### src/rtl/tube_word_unpacker.sv
// Reader-side tube-word unpacker: drains the 16-bit FIFO and rebuilds 256-bit event frames.
// Optional idle timeout inside a partial frame: define UNPACK_TIMEOUT_EN.
module tube_word_unpacker #(
  parameter int WORDS_PER_FRAME = 32,
  parameter int TIME_W = 8,
  parameter logic [TIME_W-1:0] NO_HIT = 8'hFF,
  parameter int TIMEOUT_CYCLES = 1024
) (
  input  logic                              clk100,
  input  logic                              rst_n,
  input  logic                              fifo_empty,
  input  logic                              fifo_valid,
  input  logic [15:0]                       fifo_dout,
  output logic                              rd_en,
  output logic [WORDS_PER_FRAME*TIME_W-1:0] frame_data,
  output logic                              frame_valid,
  input  logic                              frame_ready,
  output logic [5:0]                        hit_count,
  output logic                              seq_err,
  output logic [7:0]                        err_count,
  output logic [15:0]                       frame_count
);

  localparam int IDX_W = $clog2(WORDS_PER_FRAME) + 1;
  localparam int SLOT_W = IDX_W - 1;
  localparam logic [SLOT_W-1:0] LAST = SLOT_W'(WORDS_PER_FRAME - 1);

  typedef enum logic [1:0] {
    RESYNC,
    COLLECT,
    HOLD
  } state_t;

  state_t state, state_d;

  logic [WORDS_PER_FRAME-1:0][TIME_W-1:0] slots;
  logic [IDX_W-1:0]  word_idx;
  logic [SLOT_W-1:0] slot;
  logic [7:0]        exp_hdr;
  logic [5:0]        hits;
  logic inflight;
  logic accept;
  logic hdr_ok;
  logic store;
  logic err_now;
  logic handshake;
  logic timeout;

  // slots[31] holds tube 0 so it lands in the top byte of frame_data
  assign frame_data = slots;
  assign slot = LAST - word_idx[SLOT_W-1:0];
  assign accept = fifo_valid && inflight;
  assign hdr_ok = (fifo_dout[15:8] == exp_hdr);

  always_comb begin
    exp_hdr = 8'h00;
    unique case (word_idx[4:3])
      2'd0: exp_hdr[7:4] = 4'hC;
      2'd1: exp_hdr[7:4] = 4'hD;
      2'd2: exp_hdr[7:4] = 4'h2;
      2'd3: exp_hdr[7:4] = 4'h3;
    endcase
    exp_hdr[2:0] = word_idx[2:0];
  end

  always_comb begin
    hits = '0;
    for (int k = 0; k < WORDS_PER_FRAME; k++) begin
      if (slots[k] != NO_HIT) hits = hits + 6'd1;
    end
  end

`ifdef UNPACK_TIMEOUT_EN
  localparam int TMR_W = $clog2(TIMEOUT_CYCLES) + 1;
  logic [TMR_W-1:0] idle_cnt;
  logic idle;

  assign idle = (state == COLLECT) && (word_idx != '0) && !fifo_valid;
  assign timeout = idle && (idle_cnt == TMR_W'(TIMEOUT_CYCLES - 1));

  always_ff @(posedge clk100) begin
    if (!rst_n || !idle || timeout) idle_cnt <= '0;
    else idle_cnt <= idle_cnt + 1'b1;
  end
`else
  assign timeout = 1'b0;
`endif

  always_comb begin
    state_d = state;
    rd_en = 1'b0;
    store = 1'b0;
    err_now = 1'b0;
    handshake = 1'b0;
    unique case (state)
      RESYNC: begin
        rd_en = rst_n && !fifo_empty;
        if (accept && hdr_ok) begin
          store = 1'b1;
          state_d = COLLECT;
        end
      end
      COLLECT: begin
        // never request more words than the frame still needs
        rd_en = rst_n && !fifo_empty &&
          ((word_idx + IDX_W'(inflight)) < IDX_W'(WORDS_PER_FRAME));
        if (accept) begin
          if (hdr_ok) begin
            store = 1'b1;
            if (word_idx == IDX_W'(WORDS_PER_FRAME - 1)) state_d = HOLD;
          end else begin
            err_now = 1'b1;
            state_d = RESYNC;
          end
        end else if (timeout) begin
          err_now = 1'b1;
          state_d = RESYNC;
        end
      end
      HOLD: begin
        if (frame_valid && frame_ready) begin
          handshake = 1'b1;
          state_d = COLLECT;
        end
      end
      default: state_d = RESYNC;
    endcase
  end

  always_ff @(posedge clk100) begin
    if (!rst_n) begin
      state <= RESYNC;
      slots <= {WORDS_PER_FRAME{NO_HIT}};
      word_idx <= '0;
      inflight <= 1'b0;
      frame_valid <= 1'b0;
      hit_count <= '0;
      seq_err <= 1'b0;
      err_count <= '0;
      frame_count <= '0;
    end else begin
      state <= state_d;
      inflight <= rd_en;
      seq_err <= err_now;
      if (err_now) begin
        slots <= {WORDS_PER_FRAME{NO_HIT}};
        word_idx <= '0;
        if (err_count != 8'hFF) err_count <= err_count + 1'b1;
      end
      if (store) begin
        slots[slot] <= fifo_dout[TIME_W-1:0];
        word_idx <= word_idx + 1'b1;
      end
      if (state == HOLD && !frame_valid) begin
        frame_valid <= 1'b1;
        hit_count <= hits;
      end
      if (handshake) begin
        frame_valid <= 1'b0;
        frame_count <= frame_count + 1'b1;
        slots <= {WORDS_PER_FRAME{NO_HIT}};
        word_idx <= '0;
      end
    end
  end

endmodule

### config.mk
export PLATFORM = sky130hd
export DESIGN_NAME = tube_word_unpacker
export DESIGN_NICKNAME = d
export VERILOG_FILES = /design/src/rtl/tube_word_unpacker.sv
export SDC_FILE = /design/constraint.sdc
export NUM_CORES = 1
export LEC_CHECK = 0
export CORE_MARGIN = 5
export CORE_UTILIZATION = 40
export DETAILED_ROUTE_END_ITERATION = 10
export HOLD_SLACK_MARGIN = 0.03
export PLACE_DENSITY = 0.72
export SLEW_MARGIN = 25
export SYNTH_ARGS = -nofsm -noshare
export SYNTH_HDL_FRONTEND = slang
export SYNTH_SLANG_ARGS = --single-unit
export TNS_END_PERCENT = 20
### constraint.sdc
create_clock -name clk100 -period 15.7 [get_ports clk100]
set_input_delay 3.925 -clock clk100 [delete_from_list [all_inputs] [get_ports clk100]]
set_output_delay 3.925 -clock clk100 [all_outputs]
set_load 0.05 [all_outputs]
==> reports/metrics.csv, run 1 <==
metric;value;unit
syn_area;16760;um2
dpl.hpwl;41710;um
htreeDepth;2;
grt_pass1_wl;93810;um
dr.pass1.iters;6;
syn_nets;2236;
die-area;46100;um2
place_congestion;0.9227;
pin_count;310;
vias;17890;
antenna_cells_inserted;0;
endpoint_kind;flip-flop;
finalNetCount;2553;
fmax;64.76;MHz
drc_errors;0;
synth_cell_types;85;
floorplan.initialDensity;0.4023;
syn_avg_cell_area;7.696;um2
cts_tree;yes;
synthToLayoutAreaGrowth;33.11;%
path_class;reg -> reg;
final_cells;3051;
finalSetupViolations;0;
cpPeakStageDelay;340;ps
cts_buffers;34;
clk_pin_slew;60;ps
min_path_type;reg -> reg;
cts_hold_buf;0;
async_reset_ff_frac;0;
slowest_stage;dfxtp_4;
io_buffers;309;
die_w;214.7;um
worstMarginPinSlew;1154;ps
clock_latency;540;ps
yosys_warnings;0;
pwr-share-comb;0.024;
fin_crit;15440;ps
coreArea;41670;um2
clockRootBuffer;clkbuf_16;
p_leak;9.027;nW
timing.final.crit_share;0.9836;
grt_pass1_vias;16680;
worstPathMaxFanout;4;
maxSlewHeadroom;0.2299;
p_int;1.209;mW
total_power;1.561;mW
dpl.cell_count;2966;
skew;15.33;ps
place_area;20530;um2
wl_per_cell;20.30;um
mostFrequentLayoutCell;nor2_1;
arrival;15910;ps
viasPerCell;5.863;
die_h;214.7;um
synth_top_area_share;0.3547;
detail-route-antenna-nets;0;
clock_sinks;297;
wl;61940;um
seq_area_frac_synth;0.3547;
grt_usage;0.2473;
nFillCells;3876;
grt.overflow.total;0;
stdcell_area;22310;um2
grt_max_degree;136;
rsz0062_at_grt;true;
yosys_most_used_dff;dfxtp_1;
p_sw_frac;0.2256;
syn_inst;2178;
drt_iter0_markers;1910;
ys_ff_latch;297;
power_density;69.99;nW/um2
row_count;75;
run_status;completed;
utilization;0.5355;
whs;502.6;ps
setup_ws;258.0;ps
cp-start-kind;flip-flop;
max_cap_violations;0;
final_cell_mix;nor2_1 (382), clkdlybuf4s50_1 (301), o21ai_0 (298), dfxtp_1 (289), nor3_1 (284);
antenna_found_initial;0;
clk_path_buf_depth;3;
dp_slack;-459.8;ps
hold_violations;0;
power_frac_seq;0.482;
cp.required;16160;ps
yosys.area.top_type;dfxtp_1;
drive_above_1_share;0.1158;
ir_worst_vdd;0.06568;mV
crit_top_cell;ha_1;
clkPwrFrac;0.494;
tns;0;ps
power.switching;0.3523;mW
synth_edf_count;0;
synth.top_cells.by_area;dfxtp_1 (35%), o21ai_0 (9.3%), nor2_1 (8.8%);
slew_viol_final;0;
worst max-delay path: cells and delay by family, from the launching register on:
kind	cells	cell delay (ps)
and+or+nand+nor	22	2520
DFF	1	340
AOI/OAI and AO/OA	35	5040
adders and majority gates	17	4350
muxes	4	690
buffers and inverters	1	70
xor gates and xnor gates	15	2330
cell usage after synthesis, types with 4 or more instances:
cell type and count:
nor2_1 391, o21ai_0 310, dfxtp_1 297, nor3_1 284
nand2_1 122, clkbuf_1 111, xnor2_1 97, nand4_1 72
xor2_1 40, a21oi_1 38, ha_1 37, nand3_1 26
or2_2 26, and2_1 25, inv_1 24, mux2i_1 21
a31oi_1 14, or3_1 14, a211oi_1 12, and3_1 12
o31ai_1 11, xnor3_1 10, a21boi_0 9, nor2b_1 9
nor3b_1 9, xnor2_2 9, o21a_1 8, or4_1 8
mux2_2 7, o211ai_1 7, and4_1 6, nand2b_1 6
nor4_1 6, o22ai_1 6, xnor2_4 5, a22oi_1 4
nand3b_1 4, o2111ai_1 4, xor3_1 4
state kept, by name (all words and copies together) (netlist names):
| signal | flops |
|---|---|
| hit_count | 6 |
| state | 2 |
| frame_valid | 1 |
| frame_count | 16 |
| err_count | 8 |
| inflight | 1 |
| word_idx | 6 |
| frame_data | 256 |
| seq_err | 1 |
routing by layer:
layer	wire length, um	share of wire	global-route usage	vias to the layer above
met1	25720	0.42	0.3234	8549
met3	5182	0.084	0.05024	147
met5	0	0	0	-
met4	2148	0.035	0.09276	0
li1	-	-	-	8347
met2	28890	0.47	0.4052	846
final timing paths:
| check | cells past startpoint | end | slack [ps] | from |
|---|---|---|---|---|
| hold / removal | 1 | hit_count[3] | 500 | hit_count[3] |
| hold reg to reg | 1 | hit_count[3] | 500 | hit_count[3] |
| setup reg to reg | 94 | hit_count[4] | 260 | frame_data[11] |
| setup / recovery | 94 | hit_count[4] | 260 | frame_data[11] |
kinds of logic after synthesis:
group / synth area share
buffers and inverters: 0.03232
adders and majority gates: 0.02762
muxes: 0.01724
and+or+nand+nor: 0.2904
xor gates and xnor gates: 0.1144
DFF: 0.3547
AOI/OAI and AO/OA: 0.1633
timing repair:
item / in CTS / in global routing
setup buffers: 10 / 22
pin swaps: 16 / 76
setup endpoints to repair: 5 / 5
gates resized for setup: 22 / 72
area by class of cell:
type                            count  area, um2  area share
Multi-Input combinational cell   1739      10780      0.4830
Sequential cell                   297       5976      0.2678
Timing Repair Buffer              396       3737      0.1675
Clock buffer                       43      925.9     0.04150
Tap cell                          539      674.4     0.03023
Clock inverter                     10      115.1    0.005160
Inverter                           27      106.4    0.004767
power by group through the flow:
stage / clock (mW) / combinational [mW] / sequential, mW
2_1_floorplan: 0 / 0.0184 / 0.769
3_3_place_gp: 0 / 0.0351 / 0.769
3_5_place_dp: 0 / 0.0358 / 0.769
4_1_cts: 0.782 / 0.0358 / 0.752
5_1_grt: 0.813 / 0.0388 / 0.752
6_report: 0.771 / 0.0382 / 0.752
(Power assumes the default switching activity.)
==> inputs of run 2 (changes only) <==
PLACE_DENSITY = 0.7   (was 0.72)
clock period = 18.8 ns   (was 15.7 ns; I/O delays follow)
==> run 2 against run 1 <==
Clock-buffer cell count decreased by 2. Global-route usage decreased by 0.32 points. Critical path type unchanged. Sequential cell count stayed put. Clock skew fell by 1.8 ps. Sequential share of layout area is 1.2 points higher. Clock power fell by 18%. Critical path depth shrank 2. Via count decreased by 3.4%. Sequential power is 16% lower. Combinational power shrank 15%. Worst setup slack gained 1100 ps. Core utilization fell by 2.5 points.
==> reports/metrics.csv, run 2 (synthesis results as in run 1) <==
metric;value;unit
htreeDepth;1;
clock_latency;570;ps
arrival;17910;ps
cts_buffers;31;
cts_tree;yes;
place_congestion;0.8948;
path_class;reg -> reg;
fmax;57.24;MHz
clk_path_buf_depth;3;
die_w;214.7;um
finalNetCount;2474;
run_status;completed;
max_cap_violations;0;
drc_errors;0;
dpl.hpwl;41980;um
grt_pass1_wl;92640;um
final_cell_mix;nor2_1 (390), o21ai_0 (309), clkdlybuf4s50_1 (303), dfxtp_1 (297), nor3_1 (284);
row_count;75;
vias;17270;
worstPathMaxFanout;9;
dr.pass1.iters;6;
slowest_stage;ha_1;
clock_sinks;297;
endpoint_kind;flip-flop;
worstMarginPinSlew;1156;ps
grt.overflow.total;0;
drive_above_1_share;0.06194;
finalSetupViolations;0;
dpl.cell_count;2921;
grt_pass1_vias;16210;
grt_usage;0.2441;
hold_violations;0;
mostFrequentLayoutCell;nor2_1;
skew;13.50;ps
coreArea;41670;um2
cts_hold_buf;0;
power_density;60.83;nW/um2
cp.required;19240;ps
drt_iter0_markers;1555;
grt_max_degree;101;
fin_crit;17470;ps
ir_worst_vdd;0.06004;mV
final_cells;2978;
crit_top_cell;ha_1;
wl;60270;um
p_leak;8.615;nW
nFillCells;3971;
regArea;5946;um2
largest_reg_flops;256;
floorplan.initialDensity;0.4023;
detail-route-antenna-nets;0;
post_cts_buffers;0;
antenna_found_initial;1;
clk_pin_slew;60;ps
multi_input_area;10340;um2
io_buffers;309;
synthToLayoutAreaGrowth;26.88;%
min_path_type;reg -> reg;
die_h;214.7;um
wl_per_cell;20.24;um
slew_viol_final;0;
die-area;46100;um2
cpPeakStageDelay;390;ps
total_power;1.294;mW
cp-start-kind;flip-flop;
pin_count;310;
maxSlewHeadroom;0.2294;
timing.final.crit_share;0.9293;
cts_resized;0;
viasPerCell;5.801;
clockRootBuffer;clkbuf_16;
==> run 2: layout make-up <==
type | count | area share
Antenna cell | 1 | 0.0001177
Clock buffer | 41 | 0.04012
Tap cell | 539 | 0.03171
Sequential cell | 297 | 0.2796
Inverter | 27 | 0.005001
Clock inverter | 14 | 0.008413
Multi-Input combinational cell | 1739 | 0.4862
Timing Repair Buffer | 320 | 0.1489
==> run 2: where the power goes <==
group / leakage, nW / internal [mW] / total (mW) / switching, mW
registers: 2.40 / 0.629 / 0.629 / 0.0000674
logic: 5.71 / 0.00664 / 0.0323 / 0.0256
clock network: 0.506 / 0.372 / 0.632 / 0.260
==> run 2: metal layers <==
layer | share of wire | GRT usage | vias to the layer above | wire, um
met5 | 0 | 0 | - | 0
met1 | 0.43 | 0.3262 | 8220 | 25880
met2 | 0.47 | 0.4041 | 747 | 28040
met4 | 0.028 | 0.07881 | 0 | 1700
li1 | - | - | 8198 | -
met3 | 0.077 | 0.04137 | 109 | 4647
==> run 2: worst max-delay path, delay by kind of cell (launching register included) <==
family | cells | cell delay [ps]
and+or+nand+nor | 21 | 2750
xor gates and xnor gates | 16 | 2680
buffers and inverters | 4 | 330
adders and majority gates | 17 | 5250
DFF | 1 | 370
muxes | 5 | 1050
AOI/OAI and AO/OA | 29 | 4830
==> run 2: worst paths after layout <==
| check | start | endpoint | slack [ps] | depth (start not counted) |
|---|---|---|---|---|
| max | frame_data[10] | hit_count[5] | 1330 | 92 |
| min reg2reg | hit_count[4] | hit_count[4] | 480 | 2 |
| min | hit_count[4] | hit_count[4] | 480 | 2 |
| max reg2reg | frame_data[10] | hit_count[5] | 1330 | 92 |
==> run 2: per-stage QoR <==
stage / util / hold slack [ps] / instance area [um2] / TNS [ps] / setup WS, ps
4_1_cts: 0.5085 / 488.2 / 21190 / 0 / 1058
3_5_place_dp: 0.4837 / 476.8 / 20150 / 0 / 1139
2_1_floorplan: - / 489.6 / 16760 / 0 / 2555
5_1_grt: 0.5104 / 512.9 / 21270 / -6.247 / -6.247
3_3_place_gp: 0.4837 / 462.8 / 20150 / 0 / 1712
6_report: 0.5104 / 480.3 / 21270 / 0 / 1328
==> inputs of run 3 (changes only) <==
CTS_CLUSTER_SIZE = 12   (was not set)
==> run 3 against run 2 <==
Global-route usage is 0.21 points higher. Non-clock buffer count stayed put. Routed wire length hardly changed. Clock skew is 6.4 ps higher. First-iteration DRC count is 8.1% lower. Via count is 0.36% higher. Combinational power hardly changed. Largest cell class unchanged. Largest power group unchanged. Highest routed layer unchanged.
==> reports/metrics.csv, run 3 (synthesis results as in run 1) <==
metric;value;unit
io_buffers;309;
cp-start-kind;flip-flop;
die-area;46100;um2
finalSetupViolations;0;
fmax;57.67;MHz
drc_errors;0;
run_status;completed;
r2r_end;hit_count[5];
timing.final.crit_share;0.9223;
largest_reg_flops;256;
final_cells;2980;
cp-startpoint;frame_data[11];
power_density;62.10;nW/um2
wl_per_cell;20.22;um
clockRootBuffer;clkbuf_16;
worstPathMaxFanout;9;
skew;19.89;ps
clk_path_buf_depth;3;
die_h;214.7;um
rsz0062_at_grt;false;
place_congestion;0.8948;
mostFrequentLayoutCell;nor2_1;
tns;0;ps
wl;60270;um
worstSetupEndpoint;hit_count[5];
grt.overflow.total;0;
arrival;17740;ps
min_path_type;reg -> reg;
coreArea;41670;um2
crit_top_cell;ha_1;
cts_resized;0;
r2r-start;frame_data[11];
drt_iter0_markers;1429;
grt_pass1_wl;92380;um
setup_ws;1460;ps
dpl.cell_count;2921;
grt_pass1_vias;16290;
antenna_found_initial;2;
path_class;reg -> reg;
cts_hold_buf;0;
r2r_slack;1460;ps
whs;478.7;ps
die_w;214.7;um
finalNetCount;2477;
hold_violations;0;
detail-route-antenna-nets;0;
clock_sinks;297;
synthToLayoutAreaGrowth;27.37;%
maxSlewHeadroom;0.2386;
clock_latency;550;ps
endpoint_kind;flip-flop;
dpl.hpwl;41980;um
max_cap_violations;0;
grt_usage;0.2462;
viasPerCell;5.817;
cts_buffers;34;
clk_pin_slew;60;ps
final_cell_mix;nor2_1 (390), o21ai_0 (309), clkdlybuf4s50_1 (303), dfxtp_1 (297), nor3_1 (284);
ir_worst_vdd;0.05418;mV
drive_above_1_share;0.06314;
cp.required;19200;ps
worstMarginPinSlew;1142;ps
htreeDepth;2;
cts_tree;yes;
p_leak;8.652;nW
row_count;75;
floorplan.initialDensity;0.4023;
fin_crit;17340;ps
cpPeakStageDelay;390;ps
pin_count;310;
slowest_stage;ha_1;
grt_max_degree;101;
post_cts_buffers;0;
slew_viol_final;0;
vias;17340;
dr.pass1.iters;6;
dp_slack;1139;ps
rr_worst_depth;92;
## run 3: worst max-delay path: cells and delay by family (launching register included)
kind            cells  cell delay (ps)
compound gates     29             4620
simple gates       21             2800
mux                 5             1050
fa+ha+maj          17             5250
flops               1              360
buf+inv             4              320
xor+xnor           16             2700
## run 3: worst min-delay path by stage
stage	slack, ps	to	cells past startpoint	startpoint
2_1_floorplan	490	inflight	1	state[0]
6_report	480	hit_count[4]	2	hit_count[4]
3_5_place_dp	480	hit_count[4]	2	hit_count[4]
5_1_grt	510	hit_count[4]	2	hit_count[4]
3_3_place_gp	460	hit_count[4]	2	hit_count[4]
4_1_cts	490	hit_count[4]	2	hit_count[4]
## run 3: report_power, final
part / leakage [nW] / switching (mW) / internal [mW]
clock network: 0.543 / 0.271 / 0.393
registers: 2.40 / 0.0000675 / 0.629
logic: 5.71 / 0.0255 / 0.00664
total: 8.65 / 0.297 / 1.03
## run 3: area by class of cell
cell class              count  area, um2
fillers                  3957      20320
repair buffers            320       3166
clock buffers              46      977.2
inverters                  27      106.4
flip-flops and latches    297       5946
multi-input cells        1739      10340
diodes                      2      5.005
clock inverters            10      132.6
well taps                 539      674.4
## run 3: metal layers
layer / vias up / GRT usage / share of wire
met5: - / 0 / 0
met4: 0 / 0.1035 / 0.037
met3: 137 / 0.04982 / 0.077
met2: 746 / 0.4009 / 0.46
met1: 8236 / 0.3195 / 0.42
li1: 8217 / - / -
## run 3: stage by stage
| step | cell area, um2 | utilization | total power, mW |
|---|---|---|---|
| 5_1_grt | 21350 | 0.5124 | 1.360 |
| 3_3_place_gp | 20150 | 0.4837 | 0.6737 |
| 3_5_place_dp | 20150 | 0.4837 | 0.6738 |
| 4_1_cts | 21260 | 0.5103 | 1.333 |
| 2_1_floorplan | 16760 | - | 0.6588 |
| 6_report | 21350 | 0.5124 | 1.326 |
